`src/rtl/dense_pkg.sv`:
```
// Shared types and constants for the dense layer scheduler.
package dense_pkg;

  typedef enum logic [2:0] {
    S_IDLE,
    S_ISSUE,
    S_WAIT,
    S_ARGMAX,
    S_FINISH
  } sched_state_t;

  localparam int DATA_W = 16;
  localparam int Q_FRAC = 8;

  function automatic int ceil_div(input int a, input int b);
    return (a + b - 1) / b;
  endfunction

endpackage

```
`src/rtl/dense_layer_sched_argmax.sv`:
```
// Sequential argmax scanner: one element per cycle, signed compare, ties keep the lower index.
module dense_argmax
  import dense_pkg::*;
#(
  parameter int DATA_W = dense_pkg::DATA_W,
  parameter int N      = 10,
  parameter int IDX_W  = $clog2(N)
) (
  input  logic                      clk,
  input  logic                      rst,
  input  logic                      start,
  input  logic [N-1:0][DATA_W-1:0]  vec,
  output logic                      done,
  output logic [IDX_W-1:0]          idx
);

  logic              running_reg;
  logic [IDX_W-1:0]  cnt_reg;
  logic [IDX_W-1:0]  best_idx_reg;
  logic [DATA_W-1:0] best_reg;
  logic [DATA_W-1:0] cur;
  logic [IDX_W-1:0]  cand_idx;
  logic              take;

  // Element 0 always seeds the running best; strict > keeps the lower index on ties.
  assign cur      = vec[cnt_reg];
  assign take     = (cnt_reg == '0) || ($signed(cur) > $signed(best_reg));
  assign cand_idx = take ? cnt_reg : best_idx_reg;
  assign done     = running_reg && (cnt_reg == IDX_W'(N - 1));

  always_ff @(posedge clk or posedge rst) begin
    if (rst) begin
      running_reg  <= 1'b0;
      cnt_reg      <= '0;
      best_idx_reg <= '0;
      best_reg     <= '0;
      idx          <= '0;
    end else if (!running_reg) begin
      if (start) begin
        running_reg <= 1'b1;
        cnt_reg     <= '0;
      end
    end else begin
      if (take) begin
        best_reg <= cur;
      end
      best_idx_reg <= cand_idx;
      cnt_reg      <= cnt_reg + IDX_W'(1);
      if (done) begin
        running_reg <= 1'b0;
        idx         <= cand_idx;
      end
    end
  end

endmodule

```
`src/rtl/dense_layer_sched.sv`:
```
// Batch scheduler mapping N_LANES neuron lanes over OUT_NEUR outputs.
// Optional argmax stage (class_idx port) enabled by DENSE_ARGMAX_EN.
module dense_layer_sched
  import dense_pkg::*;
#(
  parameter int DATA_W   = dense_pkg::DATA_W,
  parameter int IN_NEUR  = 121,
  parameter int OUT_NEUR = 10,
  parameter int N_LANES  = 2,
  parameter int IDX_W    = $clog2(OUT_NEUR)
) (
  input  logic                              clk,
  input  logic                              rst,
  input  logic                              start,
  output logic                              busy,
  output logic                              layer_done,
  output logic [N_LANES-1:0]                lane_start,
  output logic [N_LANES-1:0][IDX_W-1:0]     lane_idx,
  input  logic [N_LANES-1:0]                lane_done,
  input  logic [N_LANES-1:0][DATA_W-1:0]    lane_out,
  output logic [OUT_NEUR-1:0][DATA_W-1:0]   out_vec,
  output logic                              out_valid
`ifdef DENSE_ARGMAX_EN
  ,
  output logic [IDX_W-1:0]                  class_idx
`endif
);

  localparam int N_BATCH = ceil_div(OUT_NEUR, N_LANES);
  localparam int BASE_W  = $clog2(N_BATCH * N_LANES + 1);

  if (N_LANES < 1 || N_LANES > OUT_NEUR || IN_NEUR < 1) begin : g_bad_cfg
    $error("dense_layer_sched: invalid lane/neuron configuration");
  end

  sched_state_t       state_reg, state_next;
  logic [BASE_W-1:0]  base_reg, base_next;
  logic [N_LANES-1:0] pending_reg;
  logic [N_LANES-1:0] capture;
  logic [N_LANES-1:0] issue_mask;
  logic               batch_clear;
  logic               last_batch;
`ifdef DENSE_ARGMAX_EN
  logic               argmax_go;
  logic               argmax_done;
`endif

  assign capture     = (state_reg == S_WAIT) ? (lane_done & pending_reg) : '0;
  assign batch_clear = (pending_reg & ~capture) == '0;
  assign last_batch  = (int'(base_reg) + N_LANES) >= OUT_NEUR;
  assign busy        = (state_reg != S_IDLE);
  assign layer_done  = (state_reg == S_FINISH);

  // Lanes past the end of the layer in the final batch are never started.
  for (genvar gi = 0; gi < N_LANES; gi++) begin : g_mask
    assign issue_mask[gi] = (int'(base_next) + gi) < OUT_NEUR;
  end

  always_comb begin
    state_next = state_reg;
    base_next  = base_reg;
`ifdef DENSE_ARGMAX_EN
    argmax_go  = 1'b0;
`endif
    case (state_reg)
      S_IDLE: begin
        if (start) begin
          state_next = S_ISSUE;
          base_next  = '0;
        end
      end
      S_ISSUE: state_next = S_WAIT;
      S_WAIT: begin
        if (batch_clear) begin
          if (last_batch) begin
`ifdef DENSE_ARGMAX_EN
            state_next = S_ARGMAX;
            argmax_go  = 1'b1;
`else
            state_next = S_FINISH;
`endif
          end else begin
            state_next = S_ISSUE;
            base_next  = base_reg + BASE_W'(N_LANES);
          end
        end
      end
`ifdef DENSE_ARGMAX_EN
      S_ARGMAX: begin
        if (argmax_done) begin
          state_next = S_FINISH;
        end
      end
`endif
      S_FINISH: state_next = S_IDLE;
      default:  state_next = S_IDLE;
    endcase
  end

  always_ff @(posedge clk or posedge rst) begin
    if (rst) begin
      state_reg   <= S_IDLE;
      base_reg    <= '0;
      pending_reg <= '0;
      lane_start  <= '0;
      lane_idx    <= '0;
      out_vec     <= '0;
      out_valid   <= 1'b0;
    end else begin
      state_reg  <= state_next;
      base_reg   <= base_next;
      lane_start <= '0;
      // lane_idx only moves on entry to ISSUE; neurons read weights throughout MAC.
      if (state_next == S_ISSUE) begin
        lane_start  <= issue_mask;
        pending_reg <= issue_mask;
        for (int k = 0; k < N_LANES; k++) begin
          lane_idx[k] <= IDX_W'(int'(base_next) + k);
        end
      end else begin
        pending_reg <= pending_reg & ~capture;
      end
      if (state_reg == S_IDLE && start) begin
        out_vec   <= '0;
        out_valid <= 1'b0;
      end
      for (int j = 0; j < OUT_NEUR; j++) begin
        for (int k = 0; k < N_LANES; k++) begin
          if (capture[k] && (int'(base_reg) + k == j)) begin
            out_vec[j] <= lane_out[k];
          end
        end
      end
      if (state_next == S_FINISH) begin
        out_valid <= 1'b1;
      end
    end
  end

`ifdef DENSE_ARGMAX_EN
  dense_argmax #(
    .DATA_W (DATA_W),
    .N      (OUT_NEUR),
    .IDX_W  (IDX_W)
  ) u_argmax (
    .clk   (clk),
    .rst   (rst),
    .start (argmax_go),
    .vec   (out_vec),
    .done  (argmax_done),
    .idx   (class_idx)
  );
`endif

endmodule

```
`config.mk`:
```
export PLATFORM = sky130hd
export DESIGN_NAME = dense_layer_sched
export DESIGN_NICKNAME = d
export VERILOG_FILES = /design/src/rtl/dense_pkg.sv /design/src/rtl/dense_layer_sched_argmax.sv /design/src/rtl/dense_layer_sched.sv
export SDC_FILE = /design/constraint.sdc
export NUM_CORES = 1
export LEC_CHECK = 0
export BUFFER_PORTS_ARGS = -buffer_cell sky130_fd_sc_hd__buf_4
export CELL_PAD_IN_SITES_DETAIL_PLACEMENT = 1
export CELL_PAD_IN_SITES_GLOBAL_PLACEMENT = 1
export CORE_MARGIN = 2
export CORE_UTILIZATION = 40
export CTS_BUF_LIST = sky130_fd_sc_hd__clkbuf_2
export DETAILED_ROUTE_END_ITERATION = 8
export GPL_TIMING_DRIVEN = 0
export MAX_ROUTING_LAYER = met4
export PLACE_DENSITY_LB_ADDON = 0.1
export SLEW_MARGIN = 20
export SYNTH_ARGS = -nofsm -noshare
export SYNTH_HDL_FRONTEND = slang
export SYNTH_SLANG_ARGS = --single-unit
```
`constraint.sdc`:
```
create_clock -name clk -period 6.3 [get_ports clk]
set_input_delay 0.945 -clock clk [delete_from_list [all_inputs] [get_ports clk]]
set_output_delay 0.945 -clock clk [all_outputs]
set_load 0.02 [all_outputs]
```
# Word-level counts from Yosys, hierarchy flattened
# Cells that the tools add are included.
# op_classes
addsub	4
order_cmp	3
n_eq_ne	23
mux	34
n_bitwise	3
n_reduce_logical	37
# op_table
cell	n
$mux W16	20
$mux W160	1
$eq A32 B4 Y1 const B	4
$eq A32 B3 Y1 const B	2
$logic_not A32 Y1	2
$reduce_bool A3 Y1	11
$eq A32 B2 Y1 const B	1
$eq A32 B5 Y1 const B	1
$lt A32 B5 Y1 const B	1
$eq A4 B4 Y1 const B	6
$logic_and A1 B1 Y1	21
$mux W4	3
$add A4 B1 Y5 const B	2
$mux W3	3
$pmux W3 S3	1
$eq A4 B3 Y1 const B	2
$pmux W4 S2	1
$eq A3 B1 Y1 const B	2
$eq A3 B3 Y1 const B	2
$mux W2	3
$add A4 B2 Y5 const B	1
$eq A5 B4 Y1 const B	1
$ge A5 B4 Y1 const B	1
$add A4 B2 Y4 const B	1
other kinds (9)	11
# totals
regBits	180
out_inout_bits	173
word_cells	121

# Depth between registers and ports, before layout
# Gate-level depths: netlist of run 1.
# logic_depth
ltp_word	10
ltp_mapped	12
depth_no_buf	11

# Least setup slack after synthesis of run 1
# OpenSTA, ideal clock, no wires.
# synth_timing
path_type	input to register
start	input lane_done[0]
end	register pending_reg[1]
t_arrival_ps	2607
required_time_ps	6172
slack_ps	3565
stages	11
n_path_buf	1
path_cell_list	and2b_1 nor3_2 a21oi_1 buf_6 nand2_1 o21ai_0 ha_1 nand2_1 mux2i_1 a221oi_2 o22ai_1
# synth_via
elab_chain_len	10
word_cells_on_any_way	13
# synth_rtl
item	line_no	source
start: declaration	dense_layer_sched.sv:19	input logic [N_LANES-1:0] lane_done,
$and A2 B2 Y2	dense_layer_sched.sv:48	assign capture = (state_reg == S_WAIT) ? (lane_done & pending_reg) : '0;
$mux W2	dense_layer_sched.sv:48	
$not A2 Y2	dense_layer_sched.sv:49	assign batch_clear = (pending_reg & ~capture) == '0;
$and A2 B2 Y2	dense_layer_sched.sv:49	
$logic_not A2 Y1	dense_layer_sched.sv:49	
$mux W4	dense_layer_sched.sv:74	if (batch_clear) begin
$pmux W4 S2	dense_layer_sched.sv:65	case (state_reg)
net base_next[1]	dense_layer_sched.sv:37	logic [BASE_W-1:0] base_reg, base_next;
$add A4 B1 Y5	-	
$lt A32 B5 Y1	dense_layer_sched.sv:56	assign issue_mask[gi] = (int'(base_next) + gi) < OUT_NEUR;
$mux W2	dense_layer_sched.sv:114	if (state_next == S_ISSUE) begin
end signal: assignment	dense_layer_sched.sv:116	pending_reg <= issue_mask;
end signal: assignment	dense_layer_sched.sv:121	pending_reg <= pending_reg & ~capture;
end: declaration	dense_layer_sched.sv:38	logic [N_LANES-1:0] pending_reg;
# The timed path passes the listed nets, and every way through them passes these cells.
# A chain may end at the register's enable or synchronous reset.

# Final worst setup path of run 1
# layout_timing
start	register state_reg[0]
end	register pending_reg[1]
# layout_via
elab_chain_len	10
word_cells_on_any_way	16
# layout_rtl
item	line_no	source
start: declaration	dense_layer_sched.sv:36	sched_state_t state_reg, state_next;
start signal: assignment	dense_layer_sched.sv:110	state_reg <= state_next;
$eq A3 B2 Y1	dense_layer_sched.sv:48, dense_layer_sched.sv:65	
$mux W2	dense_layer_sched.sv:48	
$not A2 Y2	dense_layer_sched.sv:49	
$and A2 B2 Y2	dense_layer_sched.sv:49	
$logic_not A2 Y1	dense_layer_sched.sv:49	
$mux W4	dense_layer_sched.sv:74	
$pmux W4 S2 *	dense_layer_sched.sv:65	
net base_next[1]	dense_layer_sched.sv:37	
$add A4 B1 Y5 *	-	
$lt A32 B5 Y1 *	dense_layer_sched.sv:56	
$mux W2 *	dense_layer_sched.sv:114	
# The timed path passes the listed nets; every way through them passes the cells marked *.

==> results.md, run 1 <==
- Cell chosen for the clock root: clkbuf_2
- Crit Path Max Fanout: 10
- Die Ht: 151 µm
- Routability cong.: 0.874
- Kind of critical path: flop to flop
- Gr usage total: 0.320
- Max_cap viols: 0
- Setup-failing EPs final: 0
- Routed len/inst: between 20 and 25 µm
- Synth top cells by count: 180 x dfrtp_1, 111 x a21oi_1, 109 x nor2_1
- Power density cells: 332 nW/µm²
- Worst EP arrival: approximately 4.2 ns
- Final Non-Filler Cells: 1448
- Post-synth ARST share: 1.00
- Post-CTS Hold Fix Bufs: 0
- Layout cells sized above 1: 0.207
- Clock slew seen by the registers of the worst setup and hold paths: 0.29 ns
- Port buffer count: ~180
- Row count: 53
- Vias in the first global route: 8547
- Global route overflow: 0
- Status: complete, no violations
- Area delta synth->final: 22.9%
- Critical Path RT: 7.04 ns
- Post-Synth Simple-Gate Area: 0.196
- Clk sink count: 180
- Mapped Area: approximately 8600 µm²
- Adder-cell share of the synthesized area: 0.00290
- Largest net degree at the start of global routing: 75
- Initial DRC Count: 716
- Area fraction of the dominant cell type after synthesis: 0.522
- Post-synthesis average cell area: 8.97 µm²
- Final hold vios: 0
- Total power: 3.52 mW
- Multiplexer area fraction after synthesis: 0.00247
- Vias: 8477
- Mapped Cells: 961
- Final ANT Viol Nets: 0
- Tmin final: approximately 3.4 ns
- Synth area leaders: dfrtp_1 52%, a21oi_1 6.4%, nor2_1 4.7%
- WL final: 34700 µm
- Largest register FFs: 160
- Die area: 22700 µm²
- Worst vdd ir: about 0.20 mV
- Final Net Count: 1198
- Initial antenna violation count: 1
- Post-DP HPWL: about 24000 µm
- Worst-Margin Slew: 1.09 ns
- RSZ-0062 raised after global routing: no
- Num CTS Buffers: 17
- CTS tree: done
- Vias per inst: just under 6
- Syn nets: 1000
- DR pass1 iterations: 5
- #FFs+latches synth: between 150 and 200
- Post-synthesis cell type count: 53
- Hold Crit Class: input pin to async pin
- Clk buf depth: 2
- Post-synth EDFFs: 0
- Maximum clock frequency: between 200 and 300 MHz
- Core footprint: between 20000 and 25000 µm²
- Final count of pins violating max slew: 0
- Chip Width: 151 µm
- Clock Skew: between 0.04 and 0.05 ns
- CTS resizes: 0
- Fin crit share: 0.546
- DR DRC count: 0
- Htree depth: 4
- Top-count cell post-synth: dfrtp_1
- First-pass GRT wire length: between 50000 and 60000 µm
- LEAKAGE: 5.39 nW
- Hold WS: roughly 0.033 ns
- Synth Area in Compound Gates: 0.207
- Largest family of logic cells by synthesized area: compound AO/OA/AOI/OAI gates
- Sequential share of the synthesized area: 0.522
- Fill count: 2535
- Initial Util: 0.409
- Post-CTS setup buffers: 0
- I/O pins: 210
- Dominant synthesized flop cell: dfrtp_1
- Rel. slew slack: 0.272
- Placed Cells: 1415
- Worst skew pair latency: 0.83 ns
- Post-Synth XOR/XNOR Area: 0.00102
- Critical Path Start Type: flop
- Yosys top cell by area: dfrtp_1
- Critical path endpoint category: flop
- Ys Warns: 0
cell usage in the layout (no fill, tap or decap), types with 6 or more instances in the layout:
master	Yosys	layout
nor3_2	6	6
a22o_1	9	9
o22ai_1	8	8
a22oi_1	30	30
inv_1	47	46
a21oi_1	111	111
nand2b_1	6	6
buf_1	9	9
a21o_1	14	14
dfrtp_1	180	180
a31oi_1	42	42
a222oi_1	16	16
o21ai_0	48	48
nor2_1	109	109
nand3_1	54	54
nand2_1	79	79
buf_4	1	178
clkbuf_2	1	18
clkbuf_1	72	72
buf_2	7	7
and3_1	58	58
worst max-delay path, stage by stage, from the launching register on:
cell	delay, ns
dfrtp_1	0.51
or3_2	0.52
nor2_1	0.67
a21oi_1	0.22
buf_6	0.21
nand2_1	0.07
o21ai_0	0.16
ha_1	0.31
nand2_1	0.09
mux2i_1	0.10
a221oi_2	0.39
o22ai_1	0.12
power breakdown:
group | switching, mW | internal [mW]
combinational | 0.847 | 0.502
sequential | 0.162 | 1.37
clock | 0.456 | 0.186
total | 1.46 | 2.06
worst paths after layout:
path,from,end,slack [ns],cells past startpoint
worst max-delay path,state_reg[0],pending_reg[1],2.86,11
worst min-delay path,rst,out_vec[84],0.03,2
worst max register to register,state_reg[0],pending_reg[1],2.86,11
worst min register to register,out_vec[14],out_vec[14],0.51,2
max in group asynchronous,rst,out_vec[27],5.17,4
min in group clk,out_vec[14],out_vec[14],0.51,2
cell type report:
class / count / area (µm²) / area share
Buffer: 96 / 415 / 0.0392
Sequential cell: 180 / 4500 / 0.425
Clock buffer: 17 / 85.1 / 0.00803
Tap cell: 275 / 344 / 0.0325
Inverter: 47 / 184 / 0.0174
Antenna cell: 1 / 2.50 / 0.000236
Timing Repair Buffer: 179 / 1380 / 0.131
Multi-Input combinational cell: 638 / 3520 / 0.333
Clock inverter: 15 / 153 / 0.0144
cell families (layout without fill, tap and decap cells):
family / count (synthesis) / after routing
AND/OR/NAND/NOR: 346 / 346
flip-flops: 180 / 180
multiplexers: 2 / 2
other: 0 / 1
XOR/XNOR: 1 / 1
AO/OA/AOI/OAI: 287 / 287
buffers and inverters: 143 / 354
adder cells (fa/ha/maj): 2 / 2
metrics by stage:
step,setup WS (ns),TNS [ns],utilization,cell area [µm²]
2_1_floorplan,0.468,0,-,8620
3_3_place_gp,-1.88,-335.58,0.488,10300
3_5_place_dp,2.79,0,0.491,10400
4_1_cts,2.87,0,0.502,10600
5_1_grt,2.62,0,0.502,10600
6_report,2.86,0,0.502,10600
routing by layer:
metal	GRT usage	wire (µm)
met4	0.111	1080
met3	0.0491	2210
met2	0.507	16600
met5	-	0
met1	0.423	14800
(Power assumes the default switching activity.)
==> run 2, diff against run 1 <==
- clock period: 6.3 -> 3.2 ns (I/O delays scaled with it)
==> results.md, run 2 (synthesis gave the netlist of run 1 again) <==
- Post-DP HPWL: 24000 µm (was 23700 µm)
- Global route overflow: 0 (unchanged)
- Final count of pins violating max slew: 0 (unchanged)
- Worst-Margin Slew: 1.10 ns (was 1.09 ns)
- Total power: 6.87 mW (was 3.52 mW)
- First-pass GRT wire length: 51700 µm (was 52400 µm)
- Status: complete, no violations (unchanged)
- Final Net Count: 1204 (was 1198)
- Final WS setup: 0.227 ns (was 2.86 ns)
- Max_cap viols: 0 (unchanged)
- Critical path endpoint category: flop (unchanged)
- Dpl cell area: 10500 µm² (was 10400 µm²)
- Cell depth of the worst hold path: 4
- Fin crit share: 0.929 (was 0.546)
- Largest register FFs: 160 (unchanged)
- Cell chosen for the clock root: clkbuf_2 (unchanged)
- Row count: 53 (unchanged)
- Vias: 8468 (was 8477)
- Power density cells: 642 nW/µm² (was 332 nW/µm²)
- Initial antenna violation count: 1 (unchanged)
- Vias per inst: 5.83 (was 5.85)
- Hold Crit Class: input pin to flop (was input pin to async pin)
- Area delta synth->final: 24.1% (was 22.9%)
- Worst EP arrival: 3.70 ns (was 4.18 ns)
- Clk buf depth: 2 (unchanged)
- Post-Place Setup Slack: -0.135 ns (was 2.79 ns)
- CTS tree: done (unchanged)
- Gr usage total: 0.317 (was 0.320)
- Core footprint: 21100 µm² (unchanged)
- Clock slew seen by the registers of the worst setup and hold paths: 0.28 ns (was 0.29 ns)
- WL final: 34600 µm (was 34700 µm)
- Vias in the first global route: 8393 (was 8547)
- RSZ-0062 raised after global routing: no (unchanged)
- DR pass1 iterations: 5 (unchanged)
- Die Ht: 151 µm (unchanged)
- Clock Skew: 0.0494 ns (was 0.0464 ns)
- I/O pins: 210 (unchanged)
- Chip Width: 151 µm (unchanged)
- Commonest non-fill, non-tap cell in the layout: dfrtp_1 (unchanged)
- Initial DRC Count: 805 (was 716)
- Crit Path Max Fanout: 10 (unchanged)
- Reg2reg path depth: 12 (was 11)
- Num CTS Buffers: 17 (unchanged)
- DR DRC count: 0 (unchanged)
- Final hold vios: 0 (unchanged)
- LEAKAGE: 5.42 nW (was 5.39 nW)
- Routability cong.: 0.882 (was 0.874)
- Clk sink count: 180 (unchanged)
- Htree depth: 4 (unchanged)
- Worst skew pair latency: 0.82 ns (was 0.83 ns)
- Hold WS: 0.102 ns (was 0.0334 ns)
- Util after Layout: 0.507 (was 0.502)
- Port buffer count: 177 (unchanged)
- Critical Path RT: 3.93 ns (was 7.04 ns)
- Die area: 22700 µm² (unchanged)
- Initial Util: 0.409 (unchanged)
- Critical Path Start Type: flop (unchanged)
- Maximum clock frequency: 336 MHz (was 291 MHz)
- Most frequent cells in the layout: 179 x dfrtp_1, 178 x buf_4, 111 x a21oi_1 (was 180 x dfrtp_1, 178 x buf_4, 111 x a21oi_1)
- Routed len/inst: 23.8 µm (was 24.0 µm)
- Tmin final: 2.97 ns (was 3.44 ns)
- Worst vdd ir: 0.306 mV (was 0.201 mV)
- Largest net degree at the start of global routing: 33 (was 75)
- Setup-failing EPs final: 0 (unchanged)
- Fin area: 10700 µm² (was 10600 µm²)
- Layout cells sized above 1: 0.215 (was 0.207)
- Post-CTS setup buffers: 0 (unchanged)
- Rel. slew slack: 0.269 (was 0.272)
- Kind of critical path: flop to flop (unchanged)
- Final ANT Viol Nets: 0 (unchanged)
## run 2: cell types whose count changed in the layout (fill, tap and decap cells not counted), sizes merged
cell         previous run  this run
buf                   201       206
clkinvlp                2         6
clkinv                  6         4
inv                    52        50
bufinv                  2         1
dlygate4sd3             0         1
## run 2: routing by layer
layer  up-vias  wire length, µm  track usage
met2       364            16700        0.506
met1      4265            14700        0.421
li1       3784                -            -
met3        55             2320       0.0440
met5         -                0            -
met4         0             1000        0.108
## run 2: final cells by class
class | instances | area [µm²]
fillers | 2536 | 10400
diodes | 1 | 2.50
plain buffers | 96 | 415
repair buffers | 185 | 1500
well taps | 275 | 344
inverters | 47 | 180
multi-input cells | 638 | 3540
clock inverters | 14 | 129
flip-flops and latches | 180 | 4510
clock buffers | 17 | 85.1
## run 2: path summary, 6_finish.rpt
kind / start / endpoint / slack, ns
max: base_reg[2] / pending_reg[1] / 0.23
min: start / lane_idx[2] / 0.10
max reg2reg: base_reg[2] / pending_reg[1] / 0.23
min reg2reg: out_vec[11] / out_vec[11] / 0.51
max in group asynchronous: rst / pending_reg[0] / 2.05
min in group asynchronous: rst / out_vec[84] / 0.17
## run 2: critical path, stage by stage (launching register included)
cell      delay [ns]
dfrtp_1         0.50
ha_1            0.32
a21bo_2         0.27
a22oi_2         0.29
a21oi_1         0.20
buf_6           0.19
nand2_1         0.06
o21ai_0         0.15
ha_1            0.31
nand2_1         0.08
mux2i_1         0.08
a221oi_2        0.35
o22ai_1         0.12
## run 2: timing repair
action,4_1_cts,5_1_grt
gates cloned,0,0
hold buffers,1,0
setup endpoints to repair,2,2
gates resized for setup,1,3
endpoints found under the hold margin,52,0
## run 2: stage by stage
stage,TNS [ns],std cells
after detailed placement,-0.239,1420
after CTS,0,1452
after global routing,0,1453
final,0,1453
after floorplan,0,961
after global placement,-158.23,1413
## run 2: report_power, final
part	total [mW]	leakage [nW]	internal [mW]	switching, mW
combinational	2.68	2.83	1.01	1.67
clock	1.18	0.121	0.284	0.896
sequential	3.02	2.47	2.69	0.321
==> run 3, diff against run 2 <==
- ABC_AREA: unset -> 1
==> results.md, run 3 <==
- Status: complete, no violations (unchanged)
- Flop pwr share: 0.466 (was 0.439)
- Register Area: 4500 µm² (was 4510 µm²)
- Critical Path RT: 3.85 ns (was 3.93 ns)
- DR DRC count: 0 (unchanged)
- Initial Util: 0.411 (was 0.409)
- Clock Skew: 0.0519 ns (was 0.0494 ns)
- Final Net Count: 1062 (was 1204)
- Sequential share of the synthesized area: 0.580 (was 0.522)
- Maximum clock frequency: 375 MHz (was 336 MHz)
- Initial DRC Count: 610 (was 805)
- Critical Path Start Type: flop (unchanged)
- Post-synth ARST share: 1.00 (unchanged)
- Multi-input gate area: 2800 µm² (was 3540 µm²)
- Post-CTS Hold Fix Bufs: 17 (was 1)
- R2R setup slack: 0.53 ns (was 0.23 ns)
- #FFs+latches synth: 180 (unchanged)
- Die Ht: 143 µm (was 151 µm)
- Final ANT Viol Nets: 0 (unchanged)
- Area delta synth->final: 30.7% (was 24.1%)
- Core footprint: 18900 µm² (was 21100 µm²)
- I/O pins: 210 (unchanged)
- Row count: 50 (was 53)
- Int Power: 3.49 mW (was 3.98 mW)
- Dpl cell area: 9790 µm² (was 10500 µm²)
- Worst-Margin Slew: 1.02 ns (was 1.10 ns)
- Routability cong.: 0.882 (about the same)
- Crit path buf inv count: 3 (was 1)
- Ys Warns: 0 (unchanged)
- Cell depth of the worst hold path: 3 (was 4)
- Net switching power: 2.41 mW (was 2.89 mW)
- Vias in the first global route: 7618 (was 8393)
- Initial antenna violation count: 1 (unchanged)
- Kind of critical path: flop to flop (unchanged)
- Vias: 7587 (was 8468)
- Post-synthesis cell type count: 32 (was 53)
- Clock slew seen by the registers of the worst setup and hold paths: 0.29 ns (was 0.28 ns)
- Setup crit start: base_reg[2] (unchanged)
- Largest net degree at the start of global routing: 35 (was 33)
- LEAKAGE: 4.99 nW (was 5.42 nW)
- Setup-failing EPs final: 0 (unchanged)
- Port buffer count: 209 (was 177)
- CTS tree: done (unchanged)
- Commonest non-fill, non-tap cell in the layout: buf_4 (was dfrtp_1)
- Fin area: 10200 µm² (was 10700 µm²)
- Dominant synthesized flop cell: dfrtp_1 (unchanged)
- Sw Share: 0.408 (was 0.420)
- Fin crit share: 0.834 (was 0.929)
- Worst skew pair latency: 0.80 ns (was 0.82 ns)
- Post-CTS setup buffers: 0 (unchanged)
- CP max stage cell: nor4_2 (was dfrtp_1)
- Fill count: 2217 (was 2536)
- Clk buf depth: 2 (unchanged)
- Chip Width: 143 µm (was 151 µm)
- Worst r2r src: base_reg[2] (unchanged)
- Tmin final: 2.67 ns (was 2.97 ns)
- RSZ-0062 raised after global routing: no (unchanged)
- Logic gate share of total power: 0.350 (was 0.390)
- R2r endpoint: out_vec[22] (was pending_reg[1])
- First-pass GRT wire length: 46300 µm (was 51700 µm)
- Crit-path cells: buf_2, nor2_1, inv_1, nor4_2, nor2_1, buf_2, nand3_1, o211ai_1 (was ha_1, a21bo_2, a22oi_2, a21oi_1, buf_6, nand2_1, o21ai_0, ha_1, nand2_1, mux2i_1, a221oi_2, o22ai_1)
- Clock power share: 0.184 (was 0.172)
- Setup Total Neg Slack: 0 ns (unchanged)
- Layout cells sized above 1: 0.271 (was 0.215)
- Cell chosen for the clock root: clkbuf_2 (unchanged)
- WL final: 30400 µm (was 34600 µm)
- Area fraction of the dominant cell type after synthesis: 0.580 (was 0.522)
- Worst path max stage delay: 0.84 ns (was 0.50 ns)
- Beginning of the worst hold path: lane_out[30] (was start)
- Post-synth EDFFs: 0 (unchanged)
- Post-synthesis average cell area: 10.1 µm² (was 8.97 µm²)
- Syn nets: 811 (was 1000)
- Top-count cell post-synth: nand2_1 (was dfrtp_1)
- Yosys top cell by area: dfrtp_1 (unchanged)
- Num CTS Buffers: 17 (unchanged)
- Post-DP HPWL: 21500 µm (was 24000 µm)
- Worst EP arrival: 3.32 ns (was 3.70 ns)
- Hold Crit Class: input pin to flop (unchanged)
- Worst vdd ir: 0.249 mV (was 0.306 mV)
- Clk sink count: 180 (unchanged)
- Final hold vios: 0 (unchanged)
- Rel. slew slack: 0.314 (was 0.269)
- Largest register FFs: 160 (unchanged)
- Synth top cells by count: 198 x nand2_1, 180 x dfrtp_1, 128 x o221ai_1 (was 180 x dfrtp_1, 111 x a21oi_1, 109 x nor2_1)
- Reg2reg path depth: 8 (was 12)
- DR pass1 iterations: 7 (was 5)
- Hold EP: out_vec[142] (was lane_idx[2])
- Die area: 20600 µm² (was 22700 µm²)
- Htree depth: 4 (unchanged)
- Global route overflow: 0 (unchanged)
- Power density cells: 581 nW/µm² (was 642 nW/µm²)
- CTS resizes: 0 (was 1)
- Critical path endpoint category: flop (unchanged)
- Gr usage total: 0.311 (was 0.317)
- Mapped Area: 7770 µm² (was 8620 µm²)
- Synth area leaders: dfrtp_1 58%, o221ai_1 14%, nand2_1 9.6% (was dfrtp_1 52%, a21oi_1 6.4%, nor2_1 4.7%)
- Most frequent cells in the layout: 211 x buf_4, 198 x nand2_1, 180 x dfrtp_1 (was 179 x dfrtp_1, 178 x buf_4, 111 x a21oi_1)
- Hold WS: 0.140 ns (was 0.102 ns)
- Mapped Cells: 772 (was 961)
- Kind of cell adding the most delay to the critical path: simple AND/OR/NAND/NOR gates (was compound AO/OA/AOI/OAI gates)
- Max_cap viols: 0 (unchanged)
- Final count of pins violating max slew: 0 (unchanged)
- Crit Path Max Fanout: 10 (unchanged)
- Vias per inst: 5.85 (was 5.83)
- Routed len/inst: 23.5 µm (was 23.8 µm)
run 3: power groups by stage:
| stage | Sequential (mW) | Combinational, mW | Clock, mW |
|---|---|---|---|
| final | 2.75 | 2.06 | 1.09 |
| after CTS | 2.75 | 2.07 | 1.10 |
| after floorplan | 3.05 | 0.887 | 0 |
| after detailed placement | 2.79 | 2.05 | 0 |
| after global placement | 2.79 | 1.98 | 0 |
| after global routing | 2.78 | 2.24 | 1.19 |
run 3: routing by layer:
layer / up-vias / share of wire / global-route usage
met5: - / 0 / -
met4: 0 / 0.023 / 0.0924
met3: 57 / 0.083 / 0.0670
met2: 384 / 0.47 / 0.466
met1: 3818 / 0.43 / 0.429
li1: 3328 / - / -
run 3: cell families (layout without fill, tap and decap cells):
group,count (synthesis),in the layout,synth area share
AND/OR/NAND/NOR,307,307,0.173
buffers and inverters,114,378,0.0599
AO/OA/AOI/OAI,168,168,0.183
adder cells (fa/ha/maj),2,2,0.00322
XOR/XNOR,1,1,0.00113
flip-flops,180,180,0.580
other,0,1,0
run 3: worst register-to-register path, cell delays in order (launching register included):
cell and delay (ns):
dfrtp_1 0.44, buf_2 0.18, nor2_1 0.16, inv_1 0.10, nor4_2 0.84, nor2_1 0.33, buf_2 0.29, nand3_1 0.09
o211ai_1 0.09
run 3: layout make-up:
class | instances | share of cell area
plain buffers | 46 | 0.0207
inverters | 68 | 0.0255
flip-flops and latches | 180 | 0.444
well taps | 260 | 0.0320
multi-input cells | 478 | 0.276
clock buffers | 18 | 0.00887
diodes | 1 | 0.000246
repair buffers | 232 | 0.183
clock inverters | 14 | 0.0103
run 3: how the worst max path moves through the flow:
stage	end	slack [ns]	depth (start not counted)
2_1_floorplan	base_reg[0]	0.41	1
3_3_place_gp	out_vec[116]	-0.81	2
3_5_place_dp	out_vec[23]	0.60	9
4_1_cts	out_vec[22]	0.53	8
5_1_grt	out_vec[22]	0.25	8
6_report	out_vec[22]	0.53	8
run 3: metrics by stage:
step	total power, mW	setup WS (ns)	utilization	instances
6_report	5.90	0.531	0.537	1297
5_1_grt	6.22	0.248	0.537	1297
4_1_cts	5.92	0.526	0.537	1296
3_5_place_dp	4.84	0.602	0.518	1247
3_3_place_gp	4.77	-0.809	0.512	1241
2_1_floorplan	3.94	0.411	-	772
